<file path="config.mk">
export PLATFORM = sky130hd
export DESIGN_NAME = segment_led_scan_driver_flat
export DESIGN_NICKNAME = d
export VERILOG_FILES = /design/src/rtl/segment_led_pkg.sv /design/src/rtl/segment_led_scan_driver_if.sv /design/src/rtl/segment_led_hex_rom.sv /design/src/rtl/segment_led_scan_driver.sv /design/src/flat_wrapper.sv
export SDC_FILE = /design/constraint.sdc
export NUM_CORES = 1
export LEC_CHECK = 0
export ABC_AREA = 1
export BUFFER_PORTS_ARGS = -buffer_cell sky130_fd_sc_hd__buf_2
export CAP_MARGIN = 20
export CELL_PAD_IN_SITES_DETAIL_PLACEMENT = 0
export CELL_PAD_IN_SITES_GLOBAL_PLACEMENT = 1
export CORE_MARGIN = 5
export CORE_UTILIZATION = 39
export CTS_CLUSTER_SIZE = 20
export DETAILED_ROUTE_END_ITERATION = 8
export PLACE_DENSITY = 0.75
export RECOVER_POWER = 100
export SKIP_LAST_GASP = 1
export SLEW_MARGIN = 25
export SYNTH_ARGS = -nofsm -noshare
export SYNTH_HDL_FRONTEND = slang
export SYNTH_HIERARCHICAL = 1
export SYNTH_SLANG_ARGS = --single-unit
</file>
<file path="constraint.sdc">
create_clock -name Clk -period 2.28 [get_ports Clk]
set_clock_uncertainty 0.2 [all_clocks]
set_input_delay 0.228 -clock Clk [delete_from_list [all_inputs] [get_ports Clk]]
set_output_delay 0.228 -clock Clk [all_outputs]
set_load 0.005 [all_outputs]
</file>
<file path="src/rtl/segment_led_pkg.sv">
// Shared constants for the seven-segment scan driver: active-high hex glyphs and polarity helper.
package segment_led_pkg;

  localparam logic [6:0] SEG_OFF = 7'h00;

  // Bit order {G,F,E,D,C,B,A}; element 0 is the glyph for nibble 0.
  localparam logic [15:0][6:0] HEX_SEG = {
    7'h71, 7'h79, 7'h5E, 7'h39, 7'h7C, 7'h77, 7'h6F, 7'h7F,
    7'h07, 7'h7D, 7'h6D, 7'h66, 7'h4F, 7'h5B, 7'h06, 7'h3F
  };

  function automatic logic [6:0] apply_polarity(input logic [6:0] seg, input bit active_low);
    return active_low ? ~seg : seg;
  endfunction

endpackage

</file>
<file path="src/rtl/segment_led_scan_driver_if.sv">
// System-side bundle of the scan driver: value/strobe/blank in, pin drives and update status out.
interface segment_led_scan_driver_if #(
  parameter int DIGITS = 4
);
  logic [4*DIGITS-1:0] Value;
  logic                Update;
  logic                Blank;
  logic [6:0]          Segments;
  logic [DIGITS-1:0]   DigitEnable;
  logic                Pending;
  logic                UpdateDone;

  modport master (
    output Value, Update, Blank,
    input  Segments, DigitEnable, Pending, UpdateDone
  );

  modport slave (
    input  Value, Update, Blank,
    output Segments, DigitEnable, Pending, UpdateDone
  );
endinterface

</file>
<file path="src/rtl/segment_led_hex_rom.sv">
// Combinational nibble to active-high seven-segment glyph; zero latency, no flow control.
module segment_led_hex_rom
  import segment_led_pkg::*;
(
  input  logic [3:0] nibble_i,
  output logic [6:0] seg_o
);

  assign seg_o = HEX_SEG[nibble_i];

endmodule

</file>
<file path="src/rtl/segment_led_scan_driver.sv">
// Multiplexed seven-segment scanner; outputs registered (1 cycle), updates applied at frame wrap, no backpressure.
// Optional leading-zero suppression: SEGMENT_LED_LEADING_ZERO_BLANK_EN.
module segment_led_scan_driver
  import segment_led_pkg::*;
#(
  parameter int DIGITS     = 4,
  parameter int DIVIDER    = 50000,
  parameter bit ACTIVE_LOW = 1'b1
) (
  input  logic                      Clk,
  input  logic                      nReset,
  segment_led_scan_driver_if.slave  bus
);

  localparam int                CNT_W    = $clog2(DIVIDER);
  localparam int                IDX_W    = $clog2(DIGITS);
  localparam logic [CNT_W-1:0]  CNT_LAST = CNT_W'(DIVIDER - 1);
  localparam logic [IDX_W-1:0]  IDX_LAST = IDX_W'(DIGITS - 1);
  localparam logic [6:0]        SEG_DARK = apply_polarity(SEG_OFF, ACTIVE_LOW);
  localparam logic [DIGITS-1:0] DIG_DARK = {DIGITS{ACTIVE_LOW}};

  logic [CNT_W-1:0]        cnt_q, cnt_d;
  logic [IDX_W-1:0]        idx_q, idx_d;
  logic [DIGITS-1:0][3:0]  shadow_q, shadow_d;
  logic [DIGITS-1:0][3:0]  staging_q, staging_d;
  logic                    pending_q, pending_d;
  logic                    done_q, done_d;
  logic [6:0]              seg_q, seg_d;
  logic [DIGITS-1:0]       dig_q, dig_d;

  logic                    tick;
  logic                    frame_wrap;
  logic                    lz_blank;
  logic                    dark;
  logic [6:0]              rom_seg;
  logic [DIGITS-1:0]       dig_onehot;

  assign tick       = (cnt_q == CNT_LAST);
  assign frame_wrap = tick && (idx_q == IDX_LAST);

  always_comb begin
    cnt_d = tick ? '0 : cnt_q + 1'b1;
    idx_d = idx_q;
    if (tick) begin
      idx_d = (idx_q == IDX_LAST) ? '0 : idx_q + 1'b1;
    end
  end

  // A strobe coinciding with the wrap bypasses staging so it is never left pending.
  always_comb begin
    staging_d = staging_q;
    shadow_d  = shadow_q;
    pending_d = pending_q;
    done_d    = 1'b0;
    if (bus.Update) begin
      staging_d = bus.Value;
    end
    if (frame_wrap && bus.Update) begin
      shadow_d  = bus.Value;
      pending_d = 1'b0;
      done_d    = 1'b1;
    end else if (frame_wrap && pending_q) begin
      shadow_d  = staging_q;
      pending_d = 1'b0;
      done_d    = 1'b1;
    end else if (bus.Update) begin
      pending_d = 1'b1;
    end
  end

  segment_led_hex_rom u_hex_rom (
    .nibble_i (shadow_q[idx_q]),
    .seg_o    (rom_seg)
  );

`ifdef SEGMENT_LED_LEADING_ZERO_BLANK_EN
  logic upper_zero;

  // Digit idx is a leading zero when it and every higher nibble are zero; digit 0 always shows.
  always_comb begin
    upper_zero = 1'b1;
    for (int j = 0; j < DIGITS; j++) begin
      if ((j >= int'(idx_q)) && (shadow_q[j] != 4'h0)) begin
        upper_zero = 1'b0;
      end
    end
    lz_blank = (idx_q != '0) && upper_zero;
  end
`else
  assign lz_blank = 1'b0;
`endif

  assign dark       = bus.Blank || lz_blank;
  assign dig_onehot = DIGITS'(1) << idx_q;

  always_comb begin
    seg_d = dark ? SEG_DARK : apply_polarity(rom_seg, ACTIVE_LOW);
    dig_d = ACTIVE_LOW ? ~dig_onehot : dig_onehot;
    if (dark || (cnt_q == '0)) begin
      dig_d = DIG_DARK;
    end
  end

  always_ff @(posedge Clk or negedge nReset) begin
    if (!nReset) begin
      cnt_q     <= '0;
      idx_q     <= '0;
      shadow_q  <= '0;
      staging_q <= '0;
      pending_q <= 1'b0;
      done_q    <= 1'b0;
      seg_q     <= SEG_DARK;
      dig_q     <= DIG_DARK;
    end else begin
      cnt_q     <= cnt_d;
      idx_q     <= idx_d;
      shadow_q  <= shadow_d;
      staging_q <= staging_d;
      pending_q <= pending_d;
      done_q    <= done_d;
      seg_q     <= seg_d;
      dig_q     <= dig_d;
    end
  end

  assign bus.Segments    = seg_q;
  assign bus.DigitEnable = dig_q;
  assign bus.Pending     = pending_q;
  assign bus.UpdateDone  = done_q;

endmodule

</file>
<file path="src/flat_wrapper.sv">
// flat-port wrapper written by rule: the top's interface ports become plain ports
module segment_led_scan_driver_flat import segment_led_pkg::*;
#(
  parameter int DIGITS     = 4,
  parameter int DIVIDER    = 50000,
  parameter bit ACTIVE_LOW = 1'b1
)
  (Clk, nReset, bus_Value, bus_Update, bus_Blank, bus_Segments, bus_DigitEnable, bus_Pending, bus_UpdateDone);
  segment_led_scan_driver_if #(.DIGITS(DIGITS)) bus_i ();
  input  logic Clk;
  input  logic nReset;
  input wire logic [$bits(bus_i.Value)-1:0] bus_Value;
  input wire logic [$bits(bus_i.Update)-1:0] bus_Update;
  input wire logic [$bits(bus_i.Blank)-1:0] bus_Blank;
  output wire logic [$bits(bus_i.Segments)-1:0] bus_Segments;
  output wire logic [$bits(bus_i.DigitEnable)-1:0] bus_DigitEnable;
  output wire logic [$bits(bus_i.Pending)-1:0] bus_Pending;
  output wire logic [$bits(bus_i.UpdateDone)-1:0] bus_UpdateDone;
  assign bus_i.Value = bus_Value;
  assign bus_i.Update = bus_Update;
  assign bus_i.Blank = bus_Blank;
  assign bus_Segments = bus_i.Segments;
  assign bus_DigitEnable = bus_i.DigitEnable;
  assign bus_Pending = bus_i.Pending;
  assign bus_UpdateDone = bus_i.UpdateDone;
  segment_led_scan_driver #(.DIGITS(DIGITS), .DIVIDER(DIVIDER), .ACTIVE_LOW(ACTIVE_LOW)) u_core (.Clk(Clk), .nReset(nReset), .bus(bus_i));
endmodule
</file>
# Yosys cells after proc, flatten, opt, wreduce, memory -nomap -nowiden
# Memories as Yosys holds them, arrays and structs flattened.
# Cells that the tools add are included.
# totals
n_memories	1
out_inout_bits	13
regBits	63
mem_bits_ro	112
input_bits	20
wordCells	45
# classes
n_addsub	2
reduce_logical	7
shift	1
n_bitwise	2
order_cmp	2
n_eq_ne	2
muxes	14
# mem_list
memory	words	width	rd	rd_clocked_by_memory_dff	write_ports	line_no	text
(name not given)	16	7	1	0	0	segment_led_hex_rom.sv:9	assign seg_o = HEX_SEG[nibble_i];
# ops
operator	count
two-way mux 16 bit	3
adder 16 x 1 -> 16 bit, second input constant	1
equality test 16 bit, second input constant	1
zero test 16 bit	1
two-way mux 7 bit	2
binary-select mux 4 bit (select 2 bit)	1
two-way mux 4 bit	2
NOT 7 bit	1
less-than comparator 4 x 5 -> 1 bit, second input constant	1
two-way mux 1 bit	5
NOT 4 bit	1
<< shifter 1 x 2 -> 4 bit, first input constant	1
logical AND 1 bit	3
less-than comparator 2 x 3 -> 1 bit, second input constant	1
nonzero test 3 bit	1
adder 2 x 1 -> 2 bit, second input constant	1
equality test 2 bit, second input constant	1
two-way mux 2 bit	1
nonzero test 2 bit	1
logical OR 1 bit	1

# Logic depth before layout (Yosys ltp)
# Gate-level depths: netlist of the first run.
# depth
ltp_word	6
mapped_depth	13
ltp_nobuf	12

# Hierarchy
# Netlist of the first run, hierarchy kept.
# modules_own_cells
mod	cells_each	seq_area_each_um2	instances	area_each_um2
segment_led_scan_driver	351	1590.3	1	2959.1
segment_led_hex_rom	52	0.0	1	270.3

# Worst setup path after synthesis of the first run
# Ideal clock, no wire load.
# synth_path
kind	flip-flop to flip-flop
from	register u_core.idx_q[0]
to	register u_core.seg_q[3] (netlist: u_core/bus.Segments[3])
path_buffers	2
setup_time_ps	91
setup_slack_ps	-69
required_time_ps	1989
arrival_ps	2059
period_less_slack_ps	2349
path_stages_with_launch	13
path_cell_list	dfrtp_1 -> clkbuf_1 -> inv_1 -> clkbuf_1 -> o21ai_0 -> o21ai_0 -> inv_1 -> ha_1 -> nand2_1 -> o21ai_0 -> nand2_1 -> nand2_1 -> nand2_1
# synth_via
elab_chain_cells	6
# synth_rtl
element	line_no	text
start: declaration	segment_led_scan_driver.sv:23	logic [IDX_W-1:0] idx_q, idx_d;
start signal: assignment	segment_led_scan_driver.sv:116	idx_q <= idx_d;
binary-select mux 4 bit (select 2 bit)	segment_led_scan_driver.sv:72	.nibble_i (shadow_q[idx_q]),
two-way mux 4 bit (not written as such)	segment_led_scan_driver.sv:72	
memory (16 x 7 bit)	n/a	
two-way mux 7 bit (not written as such)	segment_led_hex_rom.sv:9	
named net u_core.rom_seg[3]	segment_led_scan_driver.sv:35	logic [6:0] rom_seg;
NOT 7 bit	segment_led_pkg.sv:13	return active_low ? ~seg : seg;
two-way mux 7 bit	segment_led_scan_driver.sv:97	seg_d = dark ? SEG_DARK : apply_polarity(rom_seg, ACTIVE_LOW);
named net u_core.seg_d[3]	segment_led_scan_driver.sv:28	logic [6:0] seg_q, seg_d;
end signal: assignment	segment_led_scan_driver.sv:121	seg_q <= seg_d;
end: declaration	segment_led_scan_driver.sv:28	
# The timed path passes the listed nets, and every way through them passes these cells. The select of a mux whose other input is x is not followed.
# A chain may end at the register's enable or synchronous reset.

# Final worst setup path of the first run
# layout_path
from	register u_core.cnt_q[0]
to	register u_core/shadow_q[15] in the netlist's numbering
# layout_via
elab_chain_cells	4
elab_cells_between_ends	6
cone_classes	eq/ne: 1; mux: 1; reduce/logical: 4
# layout_rtl
element	line_no	text
start: declaration	segment_led_scan_driver.sv:22	logic [CNT_W-1:0] cnt_q, cnt_d;
start signal: assignment	segment_led_scan_driver.sv:115	cnt_q <= cnt_d;
equality test 16 bit (*)	segment_led_scan_driver.sv:38	assign tick = (cnt_q == CNT_LAST);
logical AND 1 bit (*)	segment_led_scan_driver.sv:39	assign frame_wrap = tick && (idx_q == IDX_LAST);
logical AND 1 bit, on equally long branches	segment_led_scan_driver.sv:58, segment_led_scan_driver.sv:62	
two-way mux 16 bit or nonzero test 2 bit (tied branches)	n/a	
end signal: assignment	segment_led_scan_driver.sv:117	shadow_q <= shadow_d;
end: declaration	segment_led_scan_driver.sv:24	logic [DIGITS-1:0][3:0] shadow_q, shadow_d;
# Every way passes the cells marked *; elsewhere a longest branch is shown, timed or not.

==> results of run 1 <==
==> synth_stat cells (2+ instances only) <==
cell type / number
sky130_fd_sc_hd__nand2_1: 126
sky130_fd_sc_hd__dfrtp_1: 52
sky130_fd_sc_hd__nor2_1: 47
sky130_fd_sc_hd__inv_1: 46
sky130_fd_sc_hd__a21oi_1: 17
sky130_fd_sc_hd__o21ai_0: 16
sky130_fd_sc_hd__nand3_1: 15
sky130_fd_sc_hd__ha_1: 13
sky130_fd_sc_hd__dfstp_2: 11
sky130_fd_sc_hd__nor2_2: 11
sky130_fd_sc_hd__buf_2: 5
sky130_fd_sc_hd__nand4_1: 5
sky130_fd_sc_hd__xor2_1: 5
sky130_fd_sc_hd__inv_2: 4
sky130_fd_sc_hd__clkbuf_1: 3
sky130_fd_sc_hd__nor3_1: 3
sky130_fd_sc_hd__o21ai_1: 3
sky130_fd_sc_hd__o22ai_1: 3
sky130_fd_sc_hd__buf_4: 2
sky130_fd_sc_hd__buf_6: 2
sky130_fd_sc_hd__nand2_2: 2
==> cells by family (layout without fill, tap and decap cells) <==
group | after synthesis | count (layout)
fa+ha+maj | 13 | 13
simple gates | 216 | 217
buf+inv | 64 | 123
flops | 63 | 63
compound gates | 41 | 41
xor+xnor | 6 | 6
==> metal layers <==
metal / part of all wire, % / vias to the layer above / track usage [%]
met3: 4.1 / 8 / 3.25
met5: 0 / - / 0
li1: - / 1349 / -
met4: 1.6 / 0 / 5.83
met2: 44 / 45 / 21.0
met1: 50 / 1162 / 19.7
==> cell type report <==
cell class              count  area share (%)
flip-flops and latches     63            40.9
multi-input cells         277            35.3
repair buffers             55            9.42
inverters                  52            5.05
clock buffers              11            3.89
well taps                 105            3.38
clock inverters             5            2.06
==> worst min-delay path: stages <==
cell,delay [ns]
sky130_fd_sc_hd__buf_2,0.15
sky130_fd_sc_hd__nand2_1,0.07
sky130_fd_sc_hd__nand2_1,0.06
==> power breakdown <==
part	internal, mW	switching [mW]	leakage (nW)	total (mW)
combinational	0.0516	0.0706	1.19	0.122
clock	0.673	0.447	0.112	1.12
sequential	1.15	0.00662	0.766	1.15
total	1.87	0.524	2.07	2.40
==> flip-flops by register name, summed over array words and instances, names as in the netlist <==
name / count
u_core/bus.UpdateDone: 1
u_core/bus.Segments: 7
u_core/idx_q: 2
u_core/bus.Pending: 1
u_core/bus.DigitEnable: 4
u_core/shadow_q: 16
u_core/staging_q: 16
u_core/cnt_q: 16
==> per-stage QoR <==
stage,area (um2),utilization (%),TNS (ns),hold slack (ns)
final,3890,47.8,0,0.0148
after CTS,3910,48.0,0,0.0117
after detailed placement,3500,43.1,0,0.0663
after global placement,3500,43.1,0,0.0693
after global routing,3890,47.8,-0.0344,0.0134
after floorplan,3230,-,0,-0.268
==> path summary, 6_finish.rpt <==
check                                            to  depth (start not counted)
worst max-delay path            u_core/shadow_q[15]                          7
worst min-delay path            u_core/staging_q[2]                          3
worst max register to register  u_core/shadow_q[15]                          7
worst min register to register  u_core/staging_q[2]                          2
max in group asynchronous        u_core/shadow_q[1]                          3
min in group asynchronous          u_core/cnt_q[13]                          3
==> what timing repair did <==
item,4_1_cts,5_1_grt
resized for setup,0,1
endpoints found under the setup margin,0,6
hold buffers,17,0
endpoints found under the hold margin,80,0
==> results.yml, run 1 <==
run_status:
  status: "completed"
timing:
  maximum_clock_rate_mhz: 490
  report.final.setup_viol: 0
  maxSlewViolCount: 0
  slew-limit-headroom_pct: 8.99
  finalHoldViolCount: 0
  layout_worst_path_cycle_share_pct: 89.5
  finalWorstPathRequiredPeriod_ns: 2.04
  final_critical_path_setup_slack_ns: 0.240
  worst_pin_slew_ns: 1.37
  grt_setup_unrepaired: "true"
clock_tree:
  numClockSinks: 63
  cts.reportedPaths.clkPinSlew_ns: 0.08
  tritoncts: "done"
  cts-buffers-inserted: 9
  postCtsSetupBuffers: 0
  ctsHtreeMaxLevel: 3
  clock_insertion_delay_worst_skew_ns: 0.34
  clk_root_buffer_cell: "sky130_fd_sc_hd__clkbuf_8"
  cts-root-to-sink-buffers: 2
synthesis:
  synthDominantCellAreaShare_pct: 40.3
  synth_async_sr_flop_share_pct: 100
  post_synth_main_area_contributors: "sky130_fd_sc_hd__dfrtp_1 40%, sky130_fd_sc_hd__nand2_1 15%, sky130_fd_sc_hd__dfstp_2 9.0%, sky130_fd_sc_hd__nor2_1 5.5%, sky130_fd_sc_hd__inv_1 5.3%"
  synth_adder_area_share_pct: 5.04
  post-synth-top-area-cell: "sky130_fd_sc_hd__dfrtp_1"
  synth-xor-area-share_pct: 1.63
  synth_area_mm2: 0.00323
  synthesis.yosys.warnings: 6
  post_synthesis_area_per_instance_um2: 8.01
  synth-edff-count: 0
  synth_compound_gate_area_share_pct: 6.59
  post_synth_and_or_nand_nor_area_fraction_pct: 29.1
  syn_nets: 436
  synth_flop_cell: "sky130_fd_sc_hd__dfrtp_1"
  synth_mux_area_share_pct: 0
  synth_top_family_by_area: "simple AND/OR/NAND/NOR gates"
  ys_seq_elements: 63
  synth-seq-area-share_pct: 49.2
  count_of_mapped_cells_out_of_synthesis: 403
  synth.lib_cells_used.distinct: 33
detailed_routing:
  antenna_left: 0
  wl_um: 6590
  drc_errors: 0
  routed_via_density: 4.51
  drt_iter0_markers: 95
  detail_route.wl_per_cell_um: 11.6
  via_count: 2564
  drt_pre_antenna_iters: 4
finish:
  post_route_cells_drive_above_1_share_pct: 17.5
  final_common_cell: "sky130_fd_sc_hd__nand2_1"
  area_delta_synth_final_pct: 20.5
  seqCellArea_mm2: 0.00159
  layout.filler_cells: 814
  layout_common_cells: "126 x sky130_fd_sc_hd__nand2_1, 52 x sky130_fd_sc_hd__dfrtp_1, 51 x sky130_fd_sc_hd__nor2_1, 47 x sky130_fd_sc_hd__inv_1, 28 x sky130_fd_sc_hd__buf_2"
  design.final.nets: 491
  multi_input_area_mm2: 0.00138
  n_antenna_cell: 0
  final_cells: 568
placed_design:
  post-place-cells: 534
  detailedPlace.worstSlack_ns: 0.166
  portBuffers: 32
  routabilityCongestion: 0.792
  dpl.hpwl_um: 4400
worst_setup_path:
  critical_path.top_delay_family: "simple AND/OR/NAND/NOR gates"
  worst-endpoint-required_ns: 2.35
  end_kind: "flop"
  critical_path_peak_fanout: 15
  worst_path_max_delay_cell: "sky130_fd_sc_hd__nand4_2"
  cp_num_buf_inv: 0
  critical_path.cell_chain: "ha_1, nand3_1, nor2_4, nand4_2, nor2_2, nand2_1, nand2_1"
  type_of_the_worst_setup_path: "reg2reg"
  cp_data_arrival_time_ns: 2.11
  setup.worst_path.start: "u_core/cnt_q[0]"
  critical_path.startpoint_type: "flop"
  timing.critical_path.slowest_cell_delay_ns: 0.40
  crit_path_frequent_cell: "sky130_fd_sc_hd__nand2_1"
  rrSetupSlack_ns: 0.24
  r2r_path_start: "u_core/cnt_q[0]"
power:
  total_power_mw: 2.40
  powerDensity_mw_per_mm2: 616
  static-leakage-power_nw: 2.07
  vdd_drop_max_v: 0.000288
die:
  ioPinCount: 33
  die_area_mm2: 0.0102
  initial_utilization_pct: 39.7
  placement_rows: 33
  floorplan.die.width_um: 101
  floorplan.die.height_um: 101
  core_region_area_mm2: 0.00813
worst_hold_path:
  min-delay-start: "bus_Update"
  timing.hold.worst.class: "in2reg"
grt:
  number_of_global_route_vias_before_repair: 2505
  number_of_antenna_violations_at_the_first_check_in_global_routing: 0
  grt_first_pass_wirelength_um: 11500
  pin_count_of_the_biggest_net_entering_global_routing: 64
  grt_overflow_total: 0
  track_usage_pct: 14.1
flow_run:
  number_of_violations_of_the_max_capacitance_limit: 0
Power figures use the tool's default switching activity.
==> run 2, diff against run 1 <==
--- a/config.mk
+++ b/config.mk
@@ -7,14 +7,14 @@
 export LEC_CHECK = 0
 export ABC_AREA = 1
 export BUFFER_PORTS_ARGS = -buffer_cell sky130_fd_sc_hd__buf_2
-export CAP_MARGIN = 20
 export CELL_PAD_IN_SITES_DETAIL_PLACEMENT = 0
 export CELL_PAD_IN_SITES_GLOBAL_PLACEMENT = 1
 export CORE_MARGIN = 5
-export CORE_UTILIZATION = 39
+export CORE_UTILIZATION = 40
+export CTS_BUF_LIST = sky130_fd_sc_hd__clkbuf_8
 export CTS_CLUSTER_SIZE = 20
 export DETAILED_ROUTE_END_ITERATION = 8
-export PLACE_DENSITY = 0.75
+export PLACE_DENSITY = 0.76
 export RECOVER_POWER = 100
 export SKIP_LAST_GASP = 1
 export SLEW_MARGIN = 25
==> results.yml, run 2 (synthesis results as in run 1) <==
run_status:
  status: "completed"
detailed_routing:
  detail_route.wl_per_cell_um: 11.7
  drt_iter0_markers: 86
  routed_via_density: 4.61
  via_count: 2607
  antenna_left: 0
  drt_pre_antenna_iters: 5
  wl_um: 6600
  drc_errors: 0
placed_design:
  placed_cell_area_mm2: 0.00350
  routabilityCongestion: 0.848
  dpl.hpwl_um: 4460
  portBuffers: 32
  detailedPlace.worstSlack_ns: 0.165
  post-place-cells: 531
clock_tree:
  ctsHtreeMaxLevel: 3
  cts-buffers-inserted: 9
  clk_root_buffer_cell: "sky130_fd_sc_hd__clkbuf_8"
  numClockSinks: 63
  cts-root-to-sink-buffers: 2
  cts.reportedPaths.clkPinSlew_ns: 0.07
  clock_insertion_delay_worst_skew_ns: 0.33
  tritoncts: "done"
finish:
  final_cells: 565
  area_delta_synth_final_pct: 19.5
  postLayoutCoreUtil_pct: 49.4
  final_common_cell: "sky130_fd_sc_hd__nand2_1"
  n_antenna_cell: 0
  design.final.nets: 491
  layout_top_registers: "u_core/cnt_q x16, u_core/shadow_q x16, u_core/staging_q x16"
  non_filler_cell_area_final_mm2: 0.00386
  post_route_cells_drive_above_1_share_pct: 18.4
  layout_common_cells: "126 x sky130_fd_sc_hd__nand2_1, 52 x sky130_fd_sc_hd__dfrtp_1, 50 x sky130_fd_sc_hd__nor2_1, 47 x sky130_fd_sc_hd__inv_1, 31 x sky130_fd_sc_hd__buf_2"
worst_setup_path:
  crit_path_frequent_cell: "sky130_fd_sc_hd__nand2_1"
  timing.critical_path.slowest_cell_delay_ns: 0.38
  critical_path_peak_fanout: 12
  critical_path.cell_chain: "inv_1, o21ai_0, o21ai_2, inv_1, ha_1, nand2_1, o21ai_0, nand2_1, nand2_1, nand2_1"
  critical_path.startpoint_type: "flop"
  end_kind: "flop"
  worst-endpoint-required_ns: 2.35
  critical_path.top_delay_family: "compound AO/OA/AOI/OAI gates"
  worst_path_max_delay_cell: "sky130_fd_sc_hd__dfrtp_1"
  cp_num_buf_inv: 2
  cp_data_arrival_time_ns: 2.13
  type_of_the_worst_setup_path: "reg2reg"
grt:
  pin_count_of_the_biggest_net_entering_global_routing: 64
  track_usage_pct: 13.9
  number_of_antenna_violations_at_the_first_check_in_global_routing: 0
  grt_first_pass_wirelength_um: 11100
  grt_overflow_total: 0
  number_of_global_route_vias_before_repair: 2373
timing:
  finalWorstPathRequiredPeriod_ns: 2.05
  slew-limit-headroom_pct: 7.44
  report.final.setup_viol: 0
  maxSlewViolCount: 0
  grt_setup_unrepaired: "false"
  worst_pin_slew_ns: 1.39
  finalSetupTns_ns: 0
  layout_worst_path_cycle_share_pct: 90.1
  final_critical_path_setup_slack_ns: 0.225
  maximum_clock_rate_mhz: 487
  holdWs_ns: 0.0233
  finalHoldViolCount: 0
flow_run:
  number_of_violations_of_the_max_capacitance_limit: 0
power:
  static-leakage-power_nw: 2.06
  powerDensity_mw_per_mm2: 582
  total_power_mw: 2.25
  vdd_drop_max_v: 0.000263
die:
  floorplan.die.width_um: 99.9
  core_region_area_mm2: 0.00781
  die_area_mm2: 0.00997
  placement_rows: 32
  floorplan.die.height_um: 99.9
  initial_utilization_pct: 41.4
  ioPinCount: 33
worst_hold_path:
  timing.hold.worst.class: "in2reg"
[run 2: path summary, 6_finish.rpt]
path / startpoint / to / slack, ns / cells after the start
setup / recovery: u_core/idx_q[0] / u_core/bus.Segments[3] / 0.23 / 10
hold / removal: bus_Update / u_core/staging_q[13] / 0.02 / 3
setup reg to reg: u_core/idx_q[0] / u_core/bus.Segments[3] / 0.23 / 10
hold reg to reg: u_core/staging_q[13] / u_core/staging_q[13] / 0.27 / 2
max in group asynchronous: nReset / u_core/bus.UpdateDone / 0.39 / 3
min in group asynchronous: nReset / u_core/cnt_q[3] / 0.63 / 3
[run 2: layout make-up]
class,count,area (um2)
tap,102,128
inverter,52,196
clock buffer,10,138
multi-input combinational,277,1380
clock inverter,6,60.1
fill,802,3950
sequential,63,1590
timing repair buffer,55,370
[run 2: worst min-delay path, stage by stage]
cell and delay [ns]:
sky130_fd_sc_hd__buf_2 0.15, sky130_fd_sc_hd__nand2_1 0.07, sky130_fd_sc_hd__nand2_1 0.06
[run 2: timing repair]
item / CTS / global route
hold buffers: 17 / 0
setup endpoints to repair: 0 / 2
gates resized for setup: 0 / 1
hold endpoints to repair: 79 / 0
buffers inserted: 0 / 0
[run 2: per-layer routing]
layer / vias to the layer above / routed length [um] / global-route usage (%)
met2: 44 / 3000 / 21.2
met1: 1198 / 3220 / 19.1
met3: 9 / 279 / 2.99
met5: - / 0 / 0
li1: 1356 / - / -
met4: 0 / 95 / 5.99
[run 2: where the power goes]
| part | total [mW] | internal (mW) | switching, mW |
|---|---|---|---|
| clock network | 0.970 | 0.529 | 0.442 |
| registers | 1.15 | 1.15 | 0.00631 |
| logic | 0.123 | 0.0516 | 0.0715 |
| total | 2.25 | 1.73 | 0.520 |
